<file path="src/rtl/fetch_unit.sv">
// Instruction fetch stage: owns the fetch PC, issues word reads over req/ack, and buffers {pc, word} for decode.
// Optional FETCH_ALIGN_CHECK_EN: misaligned redirects raise misalign and halt issue until an aligned redirect.
module fetch_unit #(
    parameter int          DEPTH    = 4,
    parameter logic [31:0] RESET_PC = 32'h0000_0000
) (
    input  logic        clk,
    input  logic        rst,
    output logic        imem_req,
    output logic [31:0] imem_addr,
    input  logic        imem_ack,
    input  logic [31:0] imem_rdata,
    input  logic        redirect_valid,
    input  logic [31:0] redirect_pc,
    output logic        inst_valid,
    output logic [31:0] inst,
    output logic [31:0] inst_pc,
    input  logic        inst_ready
`ifdef FETCH_ALIGN_CHECK_EN
    ,
    output logic        misalign
`endif
);

    localparam int AW = $clog2(DEPTH);
    localparam int CW = AW + 1;
    localparam logic [CW-1:0] DEPTH_C = CW'(DEPTH);

    logic          req_q, req_d;
    logic [31:0]   addr_q, addr_d;
    logic [31:0]   fetch_pc_q, fetch_pc_d;
    logic          drop_q, drop_d;
    logic [AW-1:0] rd_ptr_q, rd_ptr_d;
    logic [AW-1:0] wr_ptr_q, wr_ptr_d;
    logic [CW-1:0] count_q, count_d;
    logic          halt_d;

    logic [31:0]   pc_mem   [DEPTH];
    logic [31:0]   word_mem [DEPTH];

    logic          xfer;
    logic          push;
    logic          pop;
    logic [31:0]   redir_tgt;
    logic [31:0]   pc_src;

`ifdef FETCH_ALIGN_CHECK_EN
    logic halt_q;

    always_comb begin
        halt_d = halt_q;
        if (redirect_valid) begin
            halt_d = |redirect_pc[1:0];
        end
    end

    always_ff @(posedge clk or posedge rst) begin
        if (rst) begin
            halt_q <= 1'b0;
        end else begin
            halt_q <= halt_d;
        end
    end

    assign misalign = halt_q;
`else
    assign halt_d = 1'b0;
`endif

    assign xfer       = req_q & imem_ack;
    // A redirect discards whatever arrives in its own cycle.
    assign push       = xfer & ~drop_q & ~redirect_valid;
    assign inst_valid = (count_q != '0);
    assign pop        = inst_valid & inst_ready;
    assign redir_tgt  = redirect_pc & ~32'h3;
    assign pc_src     = redirect_valid ? redir_tgt : fetch_pc_q;

    assign imem_req   = req_q;
    assign imem_addr  = addr_q;
    assign inst       = inst_valid ? word_mem[rd_ptr_q] : '0;
    assign inst_pc    = inst_valid ? pc_mem[rd_ptr_q]   : '0;

    always_comb begin
        req_d      = req_q;
        addr_d     = addr_q;
        fetch_pc_d = pc_src;
        drop_d     = drop_q;
        rd_ptr_d   = rd_ptr_q;
        wr_ptr_d   = wr_ptr_q;
        count_d    = count_q;

        if (redirect_valid) begin
            rd_ptr_d = '0;
            wr_ptr_d = '0;
            count_d  = '0;
        end else begin
            if (pop)  rd_ptr_d = rd_ptr_q + 1'b1;
            if (push) wr_ptr_d = wr_ptr_q + 1'b1;
            count_d = count_q + CW'(push) - CW'(pop);
        end

        if (redirect_valid && req_q && !imem_ack) begin
            drop_d = 1'b1;
        end else if (xfer) begin
            drop_d = 1'b0;
        end

        if (xfer) begin
            req_d = 1'b0;
        end

        // Issue only when the bus is free after this edge and the response is guaranteed a slot.
        if ((!req_q || xfer) && (count_d < DEPTH_C) && !halt_d) begin
            req_d      = 1'b1;
            addr_d     = pc_src;
            fetch_pc_d = pc_src + 32'd4;
        end
    end

    always_ff @(posedge clk or posedge rst) begin
        if (rst) begin
            req_q      <= 1'b0;
            addr_q     <= RESET_PC;
            fetch_pc_q <= RESET_PC;
            drop_q     <= 1'b0;
            rd_ptr_q   <= '0;
            wr_ptr_q   <= '0;
            count_q    <= '0;
        end else begin
            req_q      <= req_d;
            addr_q     <= addr_d;
            fetch_pc_q <= fetch_pc_d;
            drop_q     <= drop_d;
            rd_ptr_q   <= rd_ptr_d;
            wr_ptr_q   <= wr_ptr_d;
            count_q    <= count_d;
        end
    end

    always_ff @(posedge clk) begin
        if (push) begin
            pc_mem[wr_ptr_q]   <= addr_q;
            word_mem[wr_ptr_q] <= imem_rdata;
        end
    end

endmodule

</file>
<file path="config.mk">
export PLATFORM = sky130hd
export DESIGN_NAME = fetch_unit
export DESIGN_NICKNAME = d
export VERILOG_FILES = /design/src/rtl/fetch_unit.sv
export SDC_FILE = /design/constraint.sdc
export NUM_CORES = 1
export LEC_CHECK = 0
export BUFFER_PORTS_ARGS = -buffer_cell sky130_fd_sc_hd__buf_2
export CAP_MARGIN = 15
export CELL_PAD_IN_SITES_DETAIL_PLACEMENT = 0
export CELL_PAD_IN_SITES_GLOBAL_PLACEMENT = 2
export CORE_UTILIZATION = 46
export DETAILED_ROUTE_END_ITERATION = 16
export PLACE_DENSITY = 0.89
export SLEW_MARGIN = 20
export SYNTH_ARGS = -nofsm -noshare
export SYNTH_HDL_FRONTEND = slang
export SYNTH_SLANG_ARGS = --single-unit
</file>
<file path="constraint.sdc">
create_clock -name clk -period 6 [get_ports clk]
set_clock_uncertainty 0.1 [all_clocks]
set_input_delay 1.2 -clock clk [delete_from_list [all_inputs] [get_ports clk]]
set_output_delay 1.2 -clock clk [all_outputs]
set_load 0.02 [all_outputs]
</file>
==> results of run 1 <==
[final timing paths]
check | from | endpoint | slack [ns] | cells after the start
min reg2reg | fetch_pc_q[0] | fetch_pc_q[0] | 0.41 | 1
max in group asynchronous | rst | rd_ptr_q[1] | 3.98 | 3
min | fetch_pc_q[0] | fetch_pc_q[0] | 0.41 | 1
min in group asynchronous | rst | imem_addr[19] | 0.82 | 2
max | imem_ack | fetch_pc_q[25] | 1.62 | 13
max reg2reg | count_q[2] | fetch_pc_q[25] | 1.84 | 11
[per-layer routing]
| layer | vias to the layer above | wire [um] |
|---|---|---|
| met5 | - | 30 |
| li1 | 3276 | - |
| met3 | 49 | 1630 |
| met4 | 6 | 484 |
| met2 | 192 | 12900 |
| met1 | 3595 | 11900 |
[critical path, delay by kind of cell]
family,cells,cell delay (ns)
buf+inv,3,0.22
fa+ha+maj,3,0.87
xor+xnor,2,0.59
compound gates,1,0.40
simple gates,4,1.42
[kinds of logic (layout without fill, tap and decap cells)]
| logic type | Yosys count | in the layout | share of synthesized area |
|---|---|---|---|
| mux | 99 | 99 | 0.134 |
| fa+ha+maj | 8 | 8 | 0.00805 |
| flops | 329 | 329 | 0.712 |
| other cells | 0 | 4 | 0 |
| compound gates | 54 | 54 | 0.0246 |
| buf+inv | 49 | 245 | 0.0149 |
| simple gates | 190 | 190 | 0.0800 |
| xor+xnor | 39 | 39 | 0.0266 |
[placed cells by master (no fill, tap or decap), types with 8 or more instances in the layout]
master,count
mux4_2,64
xor2_1,19
buf_2,164
a21oi_1,8
edfxtp_1,256
mux2i_1,33
nor2b_1,9
dfrtp_1,71
inv_1,11
nand2_1,47
nor2_1,12
clkbuf_16,37
nand3b_1,13
xnor2_1,19
o21ai_0,31
nand3_1,16
and2_1,68
[power by group]
| part | switching, mW | internal (mW) | leakage [nW] |
|---|---|---|---|
| clock | 0.847 | 1.45 | 0.606 |
| combinational | 1.23 | 0.838 | 1.98 |
| sequential | 0.308 | 2.87 | 3.22 |
[metrics by stage]
| step | hold slack, ns | util | cells | total power [mW] | setup slack [ns] |
|---|---|---|---|---|---|
| finish | 0.407 | 0.553 | 1352 | 7.54 | 1.62 |
| global route | 0.453 | 0.553 | 1349 | 7.95 | 1.44 |
| CTS | 0.416 | 0.553 | 1348 | 7.65 | 1.65 |
| detailed placement | 0.403 | 0.509 | 1285 | 5.34 | 1.14 |
| global placement | 0.395 | 0.509 | 1285 | 5.30 | 1.14 |
| floorplan | 0.369 | - | 768 | 4.58 | 1.12 |
[state kept, by name, indices dropped and copies added (netlist names)]
signal	flops
word_mem	128
count_q	3
imem_addr	32
fetch_pc_q	32
pc_mem	128
drop_q	1
wr_ptr_q	2
rd_ptr_q	2
imem_req	1
[layout make-up]
class	count	area [um^2]	share of cell area
Sequential cell	329	9520	0.602
Multi-Input combinational cell	390	3670	0.232
Clock buffer	46	980	0.0619
Timing Repair Buffer	170	866	0.0547
Tap cell	384	480	0.0304
Clock inverter	17	258	0.0163
Inverter	12	45.0	0.00285
Antenna cell	4	10.0	0.000632
==> impl_results.md, run 1 <==
- Final-report hold violation count: 0
- Top-count cell post-synth: edfxtp_1
- Top-area cell type share of the netlist area: 0.575
- Post-CTS Hold Buffers: 0
- Number of global-route vias before repair: 7308
- Fill cell count: 2297
- Grt total ovfl: 0
- Peak Freq: 0.228 GHz
- Gr busiest metal: met2
- Tot GR Track Use: 0.187
- Post-DP Area: 14600 um^2
- Synth Flop Type: edfxtp_1
- Worst-case clock buffer depth: 3
- Slew margin rel.: 0.288
- Clock Sinks: 329
- Crit Path Class: input pin to flip-flop
- Syn avg cell area: 17.4 um^2
- Largest net degree at the start of global routing: 66
- Die X: 172 um
- M3 GR Usage: 0.0412
- Biggest area consumer among synthesized cells: edfxtp_1
- Layout area overhead: 18.4%
- Req. time, crit path: 6.32 ns
- Met2 Use GR: 0.308
- Setup TNS: 0 ns
- Reg clk slew, reported paths: 0.06 ns
- CP startpoint kind: input pin
- Async set-reset flop share out of synthesis: 0.222
- Dpl hpwl: 15800 um
- Core area: 28600 um^2
- Worst path slowest cell: nor4_1
- Vias per cell: 5.26
- Nets: 1016
- Total Wirelength: 26900 um
- Synthesized flop and latch total: 329
- DIE HEIGHT: 172 um
- Initial antenna violation count: 7
- Design Area, Final: 15800 um^2
- CTS tree: done
- Max H-tree Level: 2
- Mapped Nets: 845
- Post-synthesis cell type count: 44
- Routed Antenna Nets: 0
- Initial DRC count: 431
- Final Critical Period: 4.38 ns
- Post-route DRC: 0
- Post-synth top cells: 256 x edfxtp_1, 73 x dfrtp_1, 72 x and2_1
- Sequential fraction of the synthesis area: 0.712
- Max incr delay on CP: 0.52 ns
- CP max FO: 7
- Leak: 5.81 nW
- Yosys Warn Count: 0
- Routed len/inst: 19.9 um
- # port buffers: 164
- M1 GR Usage: 0.250
- Die area: 29700 um^2
- Layout cells sized above 1: 0.313
- Worst Path Arrival: 4.70 ns
- CP Cell Sequence: buf_2 -> nand3b_1 -> nor2_1 -> inv_1 -> ha_1 -> inv_1 -> ha_1 -> fa_1 -> xnor3_1 -> a211oi_4 -> nand4_1 -> nor4_1 -> xnor2_1
- # setup viols final: 0
- Clk root buf: clkbuf_16
- EDFF count, synth: 256
- GPL Wtd Cong: 0.799
- Peak supply drop: 0.286 mV
- I/O pins: 167
- Outcome: completed
- Max Cap Viol: 0
- Worst setup EP type: flip-flop
- Resized cells post-CTS: 0
- Setup Buffers After CTS: 0
- Least-Margin Pin Slew: 1.07 ns
- TritonCTS Buffers: 36
- Pwr dens: 476 nW/um^2
- Top post-synthesis cells by area: edfxtp_1 58%, dfrtp_1 14%, mux4_2 11%
- Std cell rows: 62
- Post-route clock period utilization: 0.730
- Initial DRT Pass Iterations: 5
- Min-Delay Path Class: flip-flop to flip-flop
- Max Transition Viols Final: 0
- Starting Density: 0.467
- Mapped Cells: 768
- Synthesized cell area: 13400 um^2
- Vias: 7118
- Clock Latency Late Sink: 0.50 ns
- First-pass GRT wire length: 41300 um
- RSZ-0062 raised after global routing: no
(Power assumes the default switching activity.)
==> run 2, diff against run 1 <==
Settings changed: ABC_AREA set to 1, CORE_UTILIZATION 46 to 38, PLACE_DENSITY 0.89 to 0.84.
Clock period 6 ns to 4.25 ns, I/O delays scaled along.
==> run 2 against run 1 <==
Sequential share of layout area shrank 1.7 points. Final cell count grew 43%. Register-to-register slack lost 0.87 ns. Via count grew 31%. Highest routed layer unchanged. Core utilization shrank 9.4 points. Clock power grew 34%. Combinational power grew 54%. Sequential power grew 35%.
==> impl_results.md, run 2 <==
- Crit Path Class: flip-flop to primary output
- Starting Density: 0.386
- Initial DRT Pass Iterations: 4
- Clock Latency Late Sink: 0.50 ns
- Synth Flop Type: edfxtp_1
- Non-filler cells in the finished layout: 1929
- Initial DRC count: 508
- Sequential share of power: 0.407
- Commonest non-fill, non-tap cell in the layout: nor2_1
- Logic pwr share: 0.302
- Setup ws final: 0.839 ns
- Layout area overhead: 18.8%
- Peak supply drop: 0.381 mV
- Top-area cell type share of the netlist area: 0.561
- Least-Margin Pin Slew: 0.911 ns
- Setup Buffers After CTS: 0
- GPL Wtd Cong: 0.832
- Post-synth top cells: 313 x nor2_1, 256 x edfxtp_1, 213 x nand2_1
- Max H-tree Level: 2
- Worst-case clock buffer depth: 3
- Final-report hold violation count: 0
- CP startpoint kind: flip-flop
- # port buffers: 164
- Largest net degree at the start of global routing: 70
- Power consumption: 10.6 mW
- Int Pwr: 6.77 mW
- Core area: 35500 um^2
- Sequential fraction of the synthesis area: 0.695
- RSZ-0062 raised after global routing: no
- Biggest area consumer among synthesized cells: edfxtp_1
- Std cell rows: 69
- Initial antenna violation count: 1
- Top-count cell post-synth: nor2_1
- Routed Antenna Nets: 0
- Slew margin rel.: 0.393
- Post-route clock period utilization: 0.803
- Routed len/inst: 17.0 um
- TritonCTS Buffers: 36
- # setup viols final: 0
- I/O pins: 167
- Min-Delay Path Class: input pin to asynchronous set/reset pin
- WHS: 0.285 ns
- Leak: 6.51 nW
- Post-route DRC: 0
- Resized cells post-CTS: 0
- Worst setup EP type: primary output
- Max Cap Viol: 0
- Place WS: 0.477 ns
- Reg clk slew, reported paths: 0.06 ns
- Yosys Warn Count: 0
- Mapped Nets: 1363
- Top post-synthesis cells by area: edfxtp_1 56%, dfrtp_1 13%, nor2_1 8.6%
- Total Wirelength: 32800 um
- Vias: 9349
- Number of global-route vias before repair: 8849
- Top flop regs: pc_mem x128, word_mem x128
- Async set-reset flop share out of synthesis: 0.222
- Syn avg cell area: 10.6 um^2
- CP max FO: 48
- Sw Ratio: 0.360
- EDFF count, synth: 256
- Tot GR Track Use: 0.180
- Layout cells sized above 1: 0.181
- Synthesized cell area: 13700 um^2
- First-pass GRT wire length: 50200 um
- Clk root buf: clkbuf_16
- Synthesized flop and latch total: 329
- Dpl hpwl: 19600 um
- Most frequent cells in the layout: 308 x nor2_1, 256 x edfxtp_1, 213 x nand2_1
- Clock Sinks: 329
- Post-CTS Hold Buffers: 0
- Pwr dens: 650 nW/um^2
- Vias per cell: 4.85
- Max Transition Viols Final: 0
- Die X: 192 um
- Peak Freq: 0.293 GHz
- Inst Count DP: 1866
- Worst Path Arrival: 2.46 ns
- Grt total ovfl: 0
- Post-synthesis cell type count: 29
- CTS tree: done
- Mapped Cells: 1286
- Req. time, crit path: 3.30 ns
- Die area: 36800 um^2
- DIE HEIGHT: 192 um
- Psw: 3.81 mW
- Nets: 1520
- Outcome: completed
- Clk pwr share: 0.292
- Final Critical Period: 3.41 ns
-- run 2: cell types whose count changed in the layout (fill, tap and decap cells not counted), moves of 11 or more --
cell      before  now
a21oi_1        8   66
and2_1        68    1
inv_1         11   59
mux2i_1       33    0
mux4_2        64    0
nand2_1       47  213
nand3_1       16   33
nand3b_1      13    2
nor2_1        12  308
o21ai_0       31  152
xnor2_1       19    0
-- run 2: stage by stage --
| stage | utilization | area, um^2 | TNS, ns |
|---|---|---|---|
| 2_1_floorplan | - | 13700 | -80.35 |
| 5_1_grt | 0.459 | 16300 | 0 |
| 4_1_cts | 0.459 | 16300 | 0 |
| 3_3_place_gp | 0.425 | 15100 | 0 |
| 6_report | 0.459 | 16300 | 0 |
| 3_5_place_dp | 0.425 | 15100 | 0 |
-- run 2: power groups by stage --
| stage | combinational (mW) | sequential [mW] | clock (mW) |
|---|---|---|---|
| after floorplan | 1.92 | 4.42 | 0 |
| after global placement | 3.23 | 4.35 | 0 |
| after detailed placement | 3.26 | 4.37 | 0 |
| after CTS | 3.26 | 4.31 | 3.17 |
| after global routing | 3.53 | 4.36 | 3.31 |
| final | 3.19 | 4.30 | 3.09 |
-- run 2: metal layers --
metal / up-vias / global-route usage / share of wire
met5: - / 0 / 0.00033
met3: 49 / 0.0283 / 0.051
met2: 209 / 0.300 / 0.48
met4: 2 / 0.0495 / 0.020
li1: 4658 / - / -
met1: 4431 / 0.242 / 0.45
-- run 2: cell type report --
class,instances,area [um^2]
inverters,65,245
flip-flops and latches,329,9520
diodes,1,2.50
clock buffers,45,976
fillers,3324,19200
repair buffers,183,1060
well taps,461,577
multi-input cells,828,3690
clock inverters,17,199
-- run 2: critical path: stages, from the launching register on --
cell and delay, ns:
dfrtp_4 0.48, clkinv_2 0.37, buf_4 0.48, o21ai_0 0.16
a21oi_1 0.22, buf_2 0.21
-- run 2: cells by family (layout without fill, tap and decap cells) --
kind of cell / count (synthesis) / in the layout / share of synthesized area
adders and majority gates: 8 / 8 / 0.00786
xor gates and xnor gates: 11 / 11 / 0.00704
other: 0 / 1 / 0
and+or+nand+nor: 579 / 579 / 0.167
AOI/OAI and AO/OA: 230 / 230 / 0.0851
DFF: 329 / 329 / 0.695
buffers and inverters: 129 / 310 / 0.0386
-- run 2: path summary, 6_finish.rpt --
path	depth (start not counted)	slack, ns	to	startpoint
worst min-delay path	2	0.28	fetch_pc_q[22]	rst
worst max register to register	17	0.97	fetch_pc_q[4]	count_q[1]
min in group clk	2	0.38	fetch_pc_q[0]	fetch_pc_q[0]
worst min register to register	2	0.38	fetch_pc_q[0]	fetch_pc_q[0]
max in group asynchronous	3	2.90	fetch_pc_q[14]	rst
worst max-delay path	5	0.84	inst[17]	rd_ptr_q[0]
==> run 3, diff against run 2 <==
Settings changed: ABC_AREA 1 to 0, CORE_UTILIZATION 38 to 39, PLACE_DENSITY 0.84 to 0.8.
Clock period 4.25 ns to 2.8 ns, I/O delays scaled along.
==> run 3 against run 2 <==
The flow now finishes with violations (negative setup slack). Die area fell by 4.8%. Critical path depth rose by 10. Combinational power rose by 110%. Sequential share of layout area fell by 3.9 points. Register-to-register slack got worse by 1.4 ns. Highest routed layer is now met4.
==> impl_results.md, run 3 (same netlist as run 1, synthesis figures left out) <==
- Slew margin rel.: 0.509
- Clock Sinks: 329
- Most frequent cells in the layout: 256 x edfxtp_1, 129 x buf_2, 71 x dfrtp_1
- Final Critical Period: 3.21 ns
- Tot GR Track Use: 0.175
- CTS tree: done
- Min-Delay Path Class: input pin to asynchronous set/reset pin
- Sw Ratio: 0.322
- M1 GR Usage: 0.251
- Die area: 35000 um^2
- Routed Antenna Nets: 0
- Power consumption: 17.9 mW
- TritonCTS Buffers: 36
- Setup ws final: -0.410 ns
- Total Wirelength: 30100 um
- Logic pwr share: 0.375
- Failing checks: negative setup slack
- Routed len/inst: 20.0 um
- Initial DRC count: 425
- RSZ-0062 raised after global routing: yes
- Starting Density: 0.398
- Post-DP Area: 15300 um^2
- Least-Margin Pin Slew: 0.736 ns
- Clk root buf: clkbuf_16
- Core area: 33600 um^2
- Met2 Use GR: 0.280
- Gr busiest metal: met2
- Layout cells sized above 1: 0.433
- Antenna diodes: 0
- Max Transition Viols Final: 0
- Peak Freq: 0.312 GHz
- Worst setup EP type: flip-flop
- Int Pwr: 12.1 mW
- CP startpoint kind: flip-flop
- Leak: 6.55 nW
- GPL Wtd Cong: 0.777
- Number of global-route vias before repair: 7895
- Non-filler cells in the finished layout: 1500
- First-pass GRT wire length: 46700 um
- # setup viols final: 62
- Worst-case clock buffer depth: 3
- Layout area overhead: 30.5%
- M3 GR Usage: 0.0306
- Nets: 1103
- Req. time, crit path: 3.08 ns
- Initial DRT Pass Iterations: 6
- Sequential share of power: 0.375
- Post-route clock period utilization: 1.15
- Reg clk slew, reported paths: 0.06 ns
- Clock Latency Late Sink: 0.51 ns
- Pwr dens: 1020 nW/um^2
- Clk pwr share: 0.250
- Vias per cell: 4.98
- CP max FO: 20
- # port buffers: 164
- Outcome: finished with violations
- Initial antenna violation count: 0
- Peak supply drop: 0.520 mV
- I/O pins: 167
- Max H-tree Level: 2
- Post-route DRC: 0
- Die X: 187 um
- Std cell rows: 67
- Dpl hpwl: 19100 um
- Worst Path Arrival: 3.49 ns
- Inst Count DP: 1407
- Max Cap Viol: 0
- Design Area, Final: 17500 um^2
- Vias: 7471
- Commonest non-fill, non-tap cell in the layout: edfxtp_1
- Crit Path Class: flip-flop to flip-flop
- Top flop regs: pc_mem x128, word_mem x128
- DIE HEIGHT: 187 um
- Psw: 5.75 mW
- Grt total ovfl: 0
- Largest net degree at the start of global routing: 66
- Setup TNS: -21.05 ns
- Final-report hold violation count: 0
## run 3: cell types whose count changed in the layout (fill, tap and decap cells not counted), sizes merged, moves of 10 or more
cell,change
nand3b,+11
nand2,-170
nand3,-18
mux4,+64
o21ai,-122
a21oi,-58
nor2b,+10
inv,-54
xnor2,+19
nor2,-309
and2,+71
mux2i,+33
buf,+72
## run 3: layout make-up
cell class	instances	area, um^2
Clock buffer	44	962
Clock inverter	20	159
Inverter	12	45.0
Fill cell	2828	16200
Sequential cell	329	9520
Tap cell	448	561
Timing Repair Buffer	257	2220
Multi-Input combinational cell	390	3990
## run 3: worst max-delay path, stage by stage, from the launching register on
cell     delay (ns)
dfrtp_1        0.38
or3_4          0.39
and2_4         0.16
ha_4           0.26
inv_2          0.04
ha_4           0.15
fa_2           0.34
buf_4          0.16
xnor2_4        0.14
xnor2_2        0.13
nor2_1         0.08
or2_4          0.31
buf_12         0.15
buf_16         0.16
nand2_1        0.07
o21ai_0        0.07
## run 3: power by group through the flow
stage / combinational, mW / clock [mW] / sequential (mW)
after CTS: 6.02 / 4.58 / 6.70
final: 6.70 / 4.47 / 6.70
after detailed placement: 5.14 / 0 / 6.84
after global placement: 5.12 / 0 / 6.80
after global routing: 7.15 / 4.79 / 6.79
after floorplan: 3.04 / 0 / 6.82
## run 3: routing by layer
metal,up-vias,routed length (um)
li1,3455,-
met1,3792,13700
met2,196,14300
met3,28,1700
met4,0,384
met5,-,0
## run 3: path summary, 6_finish.rpt
path / startpoint / endpoint / slack (ns) / cells after the start
worst max-delay path: count_q[0] / imem_addr[26] / -0.41 / 15
worst max register to register: count_q[0] / imem_addr[26] / -0.41 / 15
max in group asynchronous: rst / fetch_pc_q[19] / 1.81 / 3
worst min-delay path: rst / imem_req / 0.06 / 2
worst min register to register: fetch_pc_q[0] / fetch_pc_q[0] / 0.43 / 1
min in group clk: imem_rdata[7] / word_mem[2][7] / 0.17 / 1
## run 3: stage by stage
| stage | worst slack [ns] | hold slack (ns) | utilization |
|---|---|---|---|
| 6_report | -0.410 | 0.0621 | 0.519 |
| 5_1_grt | -0.522 | 0.103 | 0.519 |
| 4_1_cts | -0.455 | 0.0792 | 0.506 |
| 3_5_place_dp | -0.648 | 0.414 | 0.456 |
| 3_3_place_gp | -0.622 | 0.395 | 0.456 |
| 2_1_floorplan | -0.836 | 0.369 | - |
## run 3: timing repair
action	CTS	global route
setup endpoints to repair	128	120
hold buffers	0	0
gates cloned	8	2
setup buffers	16	5
pin swaps	22	10
resized for setup	77	113
